$ cat config.mk
export PLATFORM = sky130hd
export DESIGN_NAME = otter_ctrl_unit
export DESIGN_NICKNAME = d
export VERILOG_FILES = /design/src/rtl/otter_pkg.sv /design/src/rtl/otter_ctrl_decoder.sv /design/src/rtl/otter_ctrl_unit.sv
export SDC_FILE = /design/constraint.sdc
export NUM_CORES = 1
export LEC_CHECK = 0
export BUFFER_PORTS_ARGS = -buffer_cell sky130_fd_sc_hd__buf_2
export CORE_MARGIN = 2
export CORE_UTILIZATION = 29
export CTS_CLUSTER_DIAMETER = 200
export DETAILED_ROUTE_END_ITERATION = 7
export PLACE_DENSITY = 0.89
export SLEW_MARGIN = 15
export SYNTH_ARGS = -nofsm -noshare
export SYNTH_HDL_FRONTEND = slang
export SYNTH_SLANG_ARGS = --single-unit
$ cat constraint.sdc
create_clock -name CLK -period 1.28 [get_ports CLK]
set_input_delay 0.064 -clock CLK [delete_from_list [all_inputs] [get_ports CLK]]
set_output_delay 0.064 -clock CLK [all_outputs]
set_load 0.1 [all_outputs]
$ cat src/rtl/otter_pkg.sv
// Shared encodings for the OTTER multicycle control unit: opcodes, ALU function
// codes, FSM state codes and datapath mux select values.
package otter_pkg;

    typedef enum logic [6:0] {
        OPC_LUI    = 7'b0110111,
        OPC_AUIPC  = 7'b0010111,
        OPC_JAL    = 7'b1101111,
        OPC_JALR   = 7'b1100111,
        OPC_BRANCH = 7'b1100011,
        OPC_LOAD   = 7'b0000011,
        OPC_STORE  = 7'b0100011,
        OPC_OP_IMM = 7'b0010011,
        OPC_OP     = 7'b0110011,
        OPC_SYSTEM = 7'b1110011
    } opcode_t;

    typedef enum logic [3:0] {
        ALU_ADD  = 4'd0,
        ALU_SLL  = 4'd1,
        ALU_SLT  = 4'd2,
        ALU_SLTU = 4'd3,
        ALU_XOR  = 4'd4,
        ALU_SRL  = 4'd5,
        ALU_OR   = 4'd6,
        ALU_AND  = 4'd7,
        ALU_SUB  = 4'd8,
        ALU_LUI  = 4'd9,
        ALU_SRA  = 4'd13
    } alu_fun_t;

    localparam logic [1:0] ST_FETCH = 2'd0;
    localparam logic [1:0] ST_EXEC  = 2'd1;
    localparam logic [1:0] ST_WB    = 2'd2;
    localparam logic [1:0] ST_INTR  = 2'd3;

    localparam logic [2:0] PC_SEL_PC4    = 3'd0;
    localparam logic [2:0] PC_SEL_JALR   = 3'd1;
    localparam logic [2:0] PC_SEL_BRANCH = 3'd2;
    localparam logic [2:0] PC_SEL_JAL    = 3'd3;
    localparam logic [2:0] PC_SEL_MTVEC  = 3'd4;
    localparam logic [2:0] PC_SEL_MEPC   = 3'd5;

    localparam logic [1:0] RF_SEL_PC4 = 2'd0;
    localparam logic [1:0] RF_SEL_CSR = 2'd1;
    localparam logic [1:0] RF_SEL_MEM = 2'd2;
    localparam logic [1:0] RF_SEL_ALU = 2'd3;

    localparam logic [1:0] SRCA_RS1     = 2'd0;
    localparam logic [1:0] SRCA_UIMM    = 2'd1;
    localparam logic [1:0] SRCA_NOT_RS1 = 2'd2;

    localparam logic [2:0] SRCB_RS2  = 3'd0;
    localparam logic [2:0] SRCB_IIMM = 3'd1;
    localparam logic [2:0] SRCB_SIMM = 3'd2;
    localparam logic [2:0] SRCB_PC   = 3'd3;
    localparam logic [2:0] SRCB_CSR  = 3'd4;

    localparam logic [31:0] MRET_INSTR = 32'h30200073;

    // funct3 010/011 are not valid branch conditions and never take the branch.
    function automatic logic br_taken(input logic [2:0] f3, input logic eq,
                                      input logic lt, input logic ltu);
        logic t;
        case (f3)
            3'b000:  t = eq;
            3'b001:  t = !eq;
            3'b100:  t = lt;
            3'b101:  t = !lt;
            3'b110:  t = ltu;
            3'b111:  t = !ltu;
            default: t = 1'b0;
        endcase
        return t;
    endfunction

endpackage

$ cat src/rtl/otter_ctrl_decoder.sv
// Combinational instruction decoder: IR + branch flags -> ALU op, mux selects and
// raw strobes. CSR/mret decode is present only with OTTER_INTR_EN defined.
module otter_ctrl_decoder
    import otter_pkg::*;
(
    input  logic [31:0] ir,
    input  logic        br_eq,
    input  logic        br_lt,
    input  logic        br_ltu,
    output logic [3:0]  alu_fun,
    output logic [1:0]  srca_sel,
    output logic [2:0]  srcb_sel,
    output logic [2:0]  pc_sel,
    output logic [1:0]  rf_sel,
    output logic        rf_we,
    output logic        mem_rden2,
    output logic        mem_we2,
    output logic        csr_we,
    output logic        mret_exec,
    output logic        is_load
);

    logic [2:0] f3;
    assign f3 = ir[14:12];

    always_comb begin
        alu_fun   = ALU_ADD;
        srca_sel  = SRCA_RS1;
        srcb_sel  = SRCB_RS2;
        pc_sel    = PC_SEL_PC4;
        rf_sel    = RF_SEL_PC4;
        rf_we     = 1'b0;
        mem_rden2 = 1'b0;
        mem_we2   = 1'b0;
        csr_we    = 1'b0;
        mret_exec = 1'b0;
        is_load   = 1'b0;
        case (ir[6:0])
            OPC_LUI: begin
                alu_fun  = ALU_LUI;
                srca_sel = SRCA_UIMM;
                rf_sel   = RF_SEL_ALU;
                rf_we    = 1'b1;
            end
            OPC_AUIPC: begin
                srca_sel = SRCA_UIMM;
                srcb_sel = SRCB_PC;
                rf_sel   = RF_SEL_ALU;
                rf_we    = 1'b1;
            end
            OPC_JAL: begin
                pc_sel = PC_SEL_JAL;
                rf_we  = 1'b1;
            end
            OPC_JALR: begin
                pc_sel = PC_SEL_JALR;
                rf_we  = 1'b1;
            end
            OPC_BRANCH: pc_sel = br_taken(f3, br_eq, br_lt, br_ltu) ? PC_SEL_BRANCH : PC_SEL_PC4;
            OPC_LOAD: begin
                srcb_sel  = SRCB_IIMM;
                mem_rden2 = 1'b1;
                is_load   = 1'b1;
            end
            OPC_STORE: begin
                srcb_sel = SRCB_SIMM;
                mem_we2  = 1'b1;
            end
            OPC_OP_IMM: begin
                // IR[30] only selects SRAI; for other immediates it is immediate data.
                alu_fun  = {ir[30] & (f3 == 3'b101), f3};
                srcb_sel = SRCB_IIMM;
                rf_sel   = RF_SEL_ALU;
                rf_we    = 1'b1;
            end
            OPC_OP: begin
                alu_fun = {ir[30], f3};
                rf_sel  = RF_SEL_ALU;
                rf_we   = 1'b1;
            end
`ifdef OTTER_INTR_EN
            OPC_SYSTEM: begin
                if (ir == MRET_INSTR) begin
                    pc_sel    = PC_SEL_MEPC;
                    mret_exec = 1'b1;
                end else if (f3 == 3'b001 || f3 == 3'b010 || f3 == 3'b011) begin
                    csr_we = 1'b1;
                    rf_sel = RF_SEL_CSR;
                    rf_we  = 1'b1;
                    case (f3)
                        3'b001:  alu_fun = ALU_LUI;
                        3'b010: begin
                            alu_fun  = ALU_OR;
                            srcb_sel = SRCB_CSR;
                        end
                        default: begin
                            alu_fun  = ALU_AND;
                            srca_sel = SRCA_NOT_RS1;
                            srcb_sel = SRCB_CSR;
                        end
                    endcase
                end
            end
`endif
            default: ;
        endcase
    end

`ifndef OTTER_INTR_EN
    logic unused_ir;
    assign unused_ir = ^{ir[31], ir[29:15], ir[11:7]};
`endif

endmodule

$ cat src/rtl/otter_ctrl_unit.sv
// OTTER multicycle control FSM (FETCH/EXEC/WB, plus INTR when OTTER_INTR_EN is
// defined); gates the decoder's strobes by state. Outputs are all 0 in reset.
module otter_ctrl_unit
    import otter_pkg::*;
(
    input  logic        CLK,
    input  logic        RST_N,
    input  logic [31:0] IR,
    input  logic        BR_EQ,
    input  logic        BR_LT,
    input  logic        BR_LTU,
    input  logic        INTR,
    output logic        PC_WE,
    output logic [2:0]  PC_SEL,
    output logic        RF_WE,
    output logic [1:0]  RF_SEL,
    output logic        MEM_RDEN1,
    output logic        MEM_RDEN2,
    output logic        MEM_WE2,
    output logic [3:0]  ALU_FUN,
    output logic [1:0]  SRCA_SEL,
    output logic [2:0]  SRCB_SEL,
    output logic        CSR_WE,
    output logic        INT_TAKEN,
    output logic        MRET_EXEC
);

    logic [1:0] state_q, state_d;
    logic [3:0] dec_alu_fun;
    logic [1:0] dec_srca_sel, dec_rf_sel;
    logic [2:0] dec_srcb_sel, dec_pc_sel;
    logic       dec_rf_we, dec_mem_rden2, dec_mem_we2, dec_csr_we, dec_mret_exec, dec_is_load;
    logic       intr_go;

    otter_ctrl_decoder u_dec (
        .ir        (IR),
        .br_eq     (BR_EQ),
        .br_lt     (BR_LT),
        .br_ltu    (BR_LTU),
        .alu_fun   (dec_alu_fun),
        .srca_sel  (dec_srca_sel),
        .srcb_sel  (dec_srcb_sel),
        .pc_sel    (dec_pc_sel),
        .rf_sel    (dec_rf_sel),
        .rf_we     (dec_rf_we),
        .mem_rden2 (dec_mem_rden2),
        .mem_we2   (dec_mem_we2),
        .csr_we    (dec_csr_we),
        .mret_exec (dec_mret_exec),
        .is_load   (dec_is_load)
    );

`ifdef OTTER_INTR_EN
    assign intr_go = INTR;
`else
    logic unused_intr;
    assign intr_go     = 1'b0;
    assign unused_intr = INTR;
`endif

    // A load always completes its WB before an interrupt is taken.
    always_comb begin
        state_d = state_q;
        case (state_q)
            ST_FETCH: state_d = ST_EXEC;
            ST_EXEC:  state_d = dec_is_load ? ST_WB : (intr_go ? ST_INTR : ST_FETCH);
            ST_WB:    state_d = intr_go ? ST_INTR : ST_FETCH;
            default:  state_d = ST_FETCH;
        endcase
    end

    always_ff @(posedge CLK) begin
        if (!RST_N) state_q <= ST_FETCH;
        else        state_q <= state_d;
    end

    always_comb begin
        PC_WE     = 1'b0;
        PC_SEL    = PC_SEL_PC4;
        RF_WE     = 1'b0;
        RF_SEL    = RF_SEL_PC4;
        MEM_RDEN1 = 1'b0;
        MEM_RDEN2 = 1'b0;
        MEM_WE2   = 1'b0;
        ALU_FUN   = ALU_ADD;
        SRCA_SEL  = SRCA_RS1;
        SRCB_SEL  = SRCB_RS2;
        CSR_WE    = 1'b0;
        INT_TAKEN = 1'b0;
        MRET_EXEC = 1'b0;
        if (RST_N) begin
            case (state_q)
                ST_FETCH: MEM_RDEN1 = 1'b1;
                ST_EXEC: begin
                    PC_WE     = !dec_is_load;
                    PC_SEL    = dec_pc_sel;
                    RF_WE     = dec_rf_we;
                    RF_SEL    = dec_rf_sel;
                    MEM_RDEN2 = dec_mem_rden2;
                    MEM_WE2   = dec_mem_we2;
                    ALU_FUN   = dec_alu_fun;
                    SRCA_SEL  = dec_srca_sel;
                    SRCB_SEL  = dec_srcb_sel;
                    CSR_WE    = dec_csr_we;
                    MRET_EXEC = dec_mret_exec;
                end
                ST_WB: begin
                    RF_SEL = RF_SEL_MEM;
                    RF_WE  = 1'b1;
                    PC_WE  = 1'b1;
                end
`ifdef OTTER_INTR_EN
                ST_INTR: begin
                    PC_SEL    = PC_SEL_MTVEC;
                    PC_WE     = 1'b1;
                    INT_TAKEN = 1'b1;
                end
`endif
                default: ;
            endcase
        end
    end

endmodule

* Yosys cells after proc, flatten, opt, wreduce, memory -nomap -nowiden
Cells that the tools add are included.
Storage, ports and cells: register bits after elaboration 2, output and inout bits 22
Cells by class: equal/unequal tests 16, multiplexer cells 33, bitwise operators 1, reductions and logical operators 10
Operators with widths (count):
- 7-bit by 6-bit == test with 1-bit output, second input constant | 3
- 7-bit == test, second input constant | 3
- 7-bit by 5-bit == test with 1-bit output, second input constant | 2
- 1-bit two-way mux | 13
- 3-bit == test, second input constant | 4
- 2-bit two-way mux | 6
- 3-bit two-way mux | 4
- 4-bit case mux with 3 select lines | 1
- 3-bit case mux with 3 select lines | 1
- 4-bit two-way mux | 2
- 2-bit case mux with 2 select lines | 2
- 7-bit by 2-bit == test with 1-bit output, second input constant | 1
- 1-bit case mux with 6 select lines | 1
- 2-bit case mux with 3 select lines | 1
- 6-bit OR reduction | 1
- 1-bit logical NOT | 4
- 1-bit case mux with 2 select lines | 2
- 2-bit OR reduction | 2
- 4-bit OR reduction | 1
- 3-bit by 1-bit == test with 1-bit output, second input constant | 1
- 3-bit logical NOT | 1
- 2-bit by 1-bit == test with 1-bit output, second input constant | 1
- 2-bit == test, second input constant | 1
- 2-bit logical NOT | 1
- 1-bit bitwise AND | 1

* Longest topological paths before layout
word-level depth 7, gate-level depth with buffers 5, gate-level depth less buffers 5

* Hierarchy
Synthesis repeated with hierarchy kept, for this count alone.
Unflattened totals: cell total of the unflattened synthesis 82, area total of the unflattened synthesis 610.6 µm²
Modules (own cells, without submodules):
- otter_ctrl_decoder | instances 1, cells each 40, area an instance 307.8 µm², sequential area each 0.0 µm²
- otter_ctrl_unit | instances 1, cells each 42, area an instance 302.8 µm², sequential area each 40.0 µm²

* Worst setup path after synthesis
OpenSTA, ideal clock, no wires.
path type reg2out, from reg state_q[1], to out MEM_RDEN2, arrival 3.674 ns, required time 1.216 ns, path slack -2.458 ns, stages on the path, launching flop included 6, buffers on the path 0, cells stage by stage dfxtp_1 > inv_1 > ha_1 > and4_1 > nand2_1 > nor4_1
Between the ends: word-level cells in the longest chain between the ends 3
Ends and longest elaborated chain:
- from (decl) | RTL line otter_ctrl_unit.sv:28 | logic [1:0] state_q, state_d;
- from (signal assigned) | RTL line otter_ctrl_unit.sv:74 | else state_q <= state_d;
- 2-bit by 1-bit == test with 1-bit output | RTL line otter_ctrl_unit.sv:92 | case (state_q)
- 1-bit two-way mux | RTL line otter_ctrl_unit.sv:92
- 1-bit two-way mux | RTL line otter_ctrl_unit.sv:91 | if (RST_N) begin
- to (decl) | RTL line otter_ctrl_unit.sv:18 | output logic MEM_RDEN2,
No other way between the ends.

* Worst setup path in the final report
from reg state_q[1], to out ALU_FUN[1]
Between the ends: word-level cells in the longest chain between the ends 3
Ends and longest elaborated chain:
- 2-bit by 1-bit == test with 1-bit output | RTL line otter_ctrl_unit.sv:92
- 4-bit two-way mux | RTL line otter_ctrl_unit.sv:92
- 4-bit two-way mux | RTL line otter_ctrl_unit.sv:91
- to (decl) | RTL line otter_ctrl_unit.sv:20 | output logic [3:0] ALU_FUN,
No other way between the ends.

==> impl_metrics.tcl <==
set metrics [dict create \
    grt_usage 0.239 \
    fin_ws_ns -0.461 \
    path_max_fanout 6 \
    final_cells 124 \
    cts_sinks 2 \
    maxCapViolCount 0 \
    first_iter_violations 15 \
    wl_per_cell_um 16.7 \
    hold_start "IR[4]" \
    yosysTopAreaCell "buf_4" \
    clk_pin_slew_ns 0.03 \
    crit_end "ALU_FUN[1]" \
    overflow 0 \
    drive_gt1_frac 0.706 \
    ant_nets 0 \
    grt_start_max_net_pins 14 \
    period_share 1.36 \
    fin_worst_skew_ns 0.00449 \
    arrival_ns 1.68 \
    reg_top3 "state_q x2" \
    ios 60 \
    avgSynthCellArea_sq_um 6.61 \
    die_y_um 42.2 \
    final.min_clock_period_ns 1.74 \
    cp-start-kind "flop" \
    synthDistinctLibCells 30 \
    p_leak_nw 0.461 \
    grt_pass1_wl_mm 3.06 \
    fin_area_sq_um 1180 \
    clockBufferDepth 2 \
    crit_type "flop to primary output" \
    placed_cell_area_sq_um 1030 \
    fmax_mhz 575 \
    dpl.cell_count 114 \
    gp_congestion 0.733 \
    root_buffer "clkbuf_4" \
    coreArea_sq_um 1330 \
    first_pass_iters 4 \
    initial_core_util 0.317 \
    ys_seq_elements 2 \
    power_per_cell_area_nw_per_um2 430 \
    hold_viol_final 0 \
    drc_errors 0 \
    rsz0062_at_grt "true" \
    largest_reg_flops 2 \
    cts_made_buffers 3 \
    crit_start "state_q[1]" \
    reg2reg_depth 6 \
    cts_hold_buf 0 \
    maxSlewViolCount 0 \
    status "finished with violations" \
    r2r_slack_ns 0.04 \
    yosys.area.top_type_share 0.107 \
    pre_cts_slack_ns -0.211 \
    die_w_um 42.2 \
    antenna_found_initial 0 \
    via_per_inst 5.53 \
    yosysWarnings 0 \
    timing.rr.start "state_q[1]" \
    r2r_end "state_q[1]" \
    antenna_cells 0 \
    critPathCaptureType "primary output" \
    synth_area_leaders "buf_4, dfxtp_1, ha_1, inv_1, mux2i_1" \
    die_area_sq_um 1780 \
    violations "setup timing" \
    routed_wl_mm 2.07 \
    top_register "state_q" \
    synth_area_sq_um 423 \
    cts_tree "yes" \
    hpwl_mm 1.29 \
    fp-row-count 13 \
    vdd_ir_drop_max_v 0.000499 \
    io_buffers 31 \
    yosysSeqAreaShare 0.0947 \
    synth_cells 64 \
    h-tree-depth 1 \
    insertion_delay_ns 0.23 \
    cp.required_ns 1.22 \
    fin_nets 152 \
    setup_violations 16 \
    grt_pass1_vias 697 \
    vias 686 \
    hp-class "input port to flop" \
    area.growth.synth_to_final_pct 180 \
]
==> cells in the mapped netlist <==
master	count
buf_4	6
nand4b_1	1
a31oi_1	3
nand2_1	3
or4_1	1
and2_1	2
inv_1	7
nor2_1	5
conb_1	1
mux2i_1	2
nand3_1	2
nand3b_1	1
a21oi_1	3
nor3b_1	1
o21ai_0	1
o22ai_1	1
nor3_1	3
and4_1	1
nor2b_1	3
and3_1	1
buf_2	2
ha_1	3
nor2_2	1
inv_2	1
dfxtp_1	2
nor4_1	2
nand4_1	2
xor2_1	1
a41o_1	1
o2111ai_1	1
==> per-stage QoR <==
| step | TNS [ns] | hold slack [ns] | util | power [mW] |
|---|---|---|---|---|
| 6_report | -5.73 | 0.101 | 0.886 | 0.509 |
| 5_1_grt | -6.39 | 0.108 | 0.886 | 0.523 |
| 4_1_cts | -4.88 | 0.0790 | 0.850 | 0.496 |
| 3_5_place_dp | -1.42 | 0.327 | 0.770 | 0.329 |
| 3_3_place_gp | -1.04 | 0.318 | 0.770 | 0.321 |
| 2_1_floorplan | -6.57 | 0.134 | - | 0.261 |
==> what timing repair did <==
action | 4_1_cts | 5_1_grt
gates resized for setup | 12 | 4
pin swaps | 4 | 4
endpoints found under the setup margin | 16 | 16
buffers inserted | 4 | 3
==> power breakdown <==
part	switching (mW)	internal, mW	total (mW)
Combinational	0.209	0.0869	0.296
Sequential	0.00228	0.0657	0.0679
Clock	0.0411	0.104	0.145
==> worst max-delay path, cell delays in order, from the launching register on <==
cell     delay (ns)
dfxtp_2        0.32
inv_2          0.07
ha_4           0.14
and3_4         0.18
nand4_1        0.12
buf_6          0.18
nor3b_4        0.23
buf_12         0.21
==> cell type report <==
cell class                      count  area, sq um
Fill cell                          56          151
Multi-Input combinational cell     51          542
Tap cell                           15         18.8
Clock buffer                        3         22.5
Timing Repair Buffer               45          520
Sequential cell                     2         42.5
Inverter                            8         36.3
==> layout by cell type, fill, tap and decap left out, types with 2 or more instances in the layout <==
master / synthesis / routed
buf_12: 0 / 17
buf_2: 2 / 15
buf_4: 6 / 11
conb_1: 1 / 6
inv_1: 7 / 4
nor2_4: 0 / 3
a21oi_4: 0 / 3
clkbuf_4: 0 / 3
nor2b_1: 3 / 2
nand4_1: 2 / 2
mux2i_1: 2 / 2
inv_2: 1 / 2
nor2_1: 5 / 2
nor3_4: 0 / 2
a31oi_1: 3 / 2
ha_4: 0 / 2
buf_6: 0 / 2
dfxtp_2: 0 / 2
==> cells by family after synthesis <==
group	synth area share
mux	0.0473
other cells	0.00887
buf+inv	0.201
xor+xnor	0.0207
simple gates	0.388
fa+ha+maj	0.0888
compound gates	0.151
flops	0.0947
==> per-layer routing <==
layer  global-route usage  part of all wire
met4                0.250             0.080
met5                    0                 0
met3               0.0647             0.084
met1                0.221              0.33
met2                0.403              0.50
==> how the worst min path moves through the flow <==
| stage | depth (start not counted) | slack (ns) | to |
|---|---|---|---|
| after detailed placement | 2 | 0.33 | state_q[1] |
| after floorplan | 1 | 0.13 | state_q[1] |
| after global routing | 2 | 0.11 | state_q[1] |
| after global placement | 2 | 0.32 | state_q[1] |
| after CTS | 2 | 0.08 | state_q[1] |
| final | 2 | 0.10 | state_q[1] |
No activity file was read; power rests on OpenSTA's default activity.
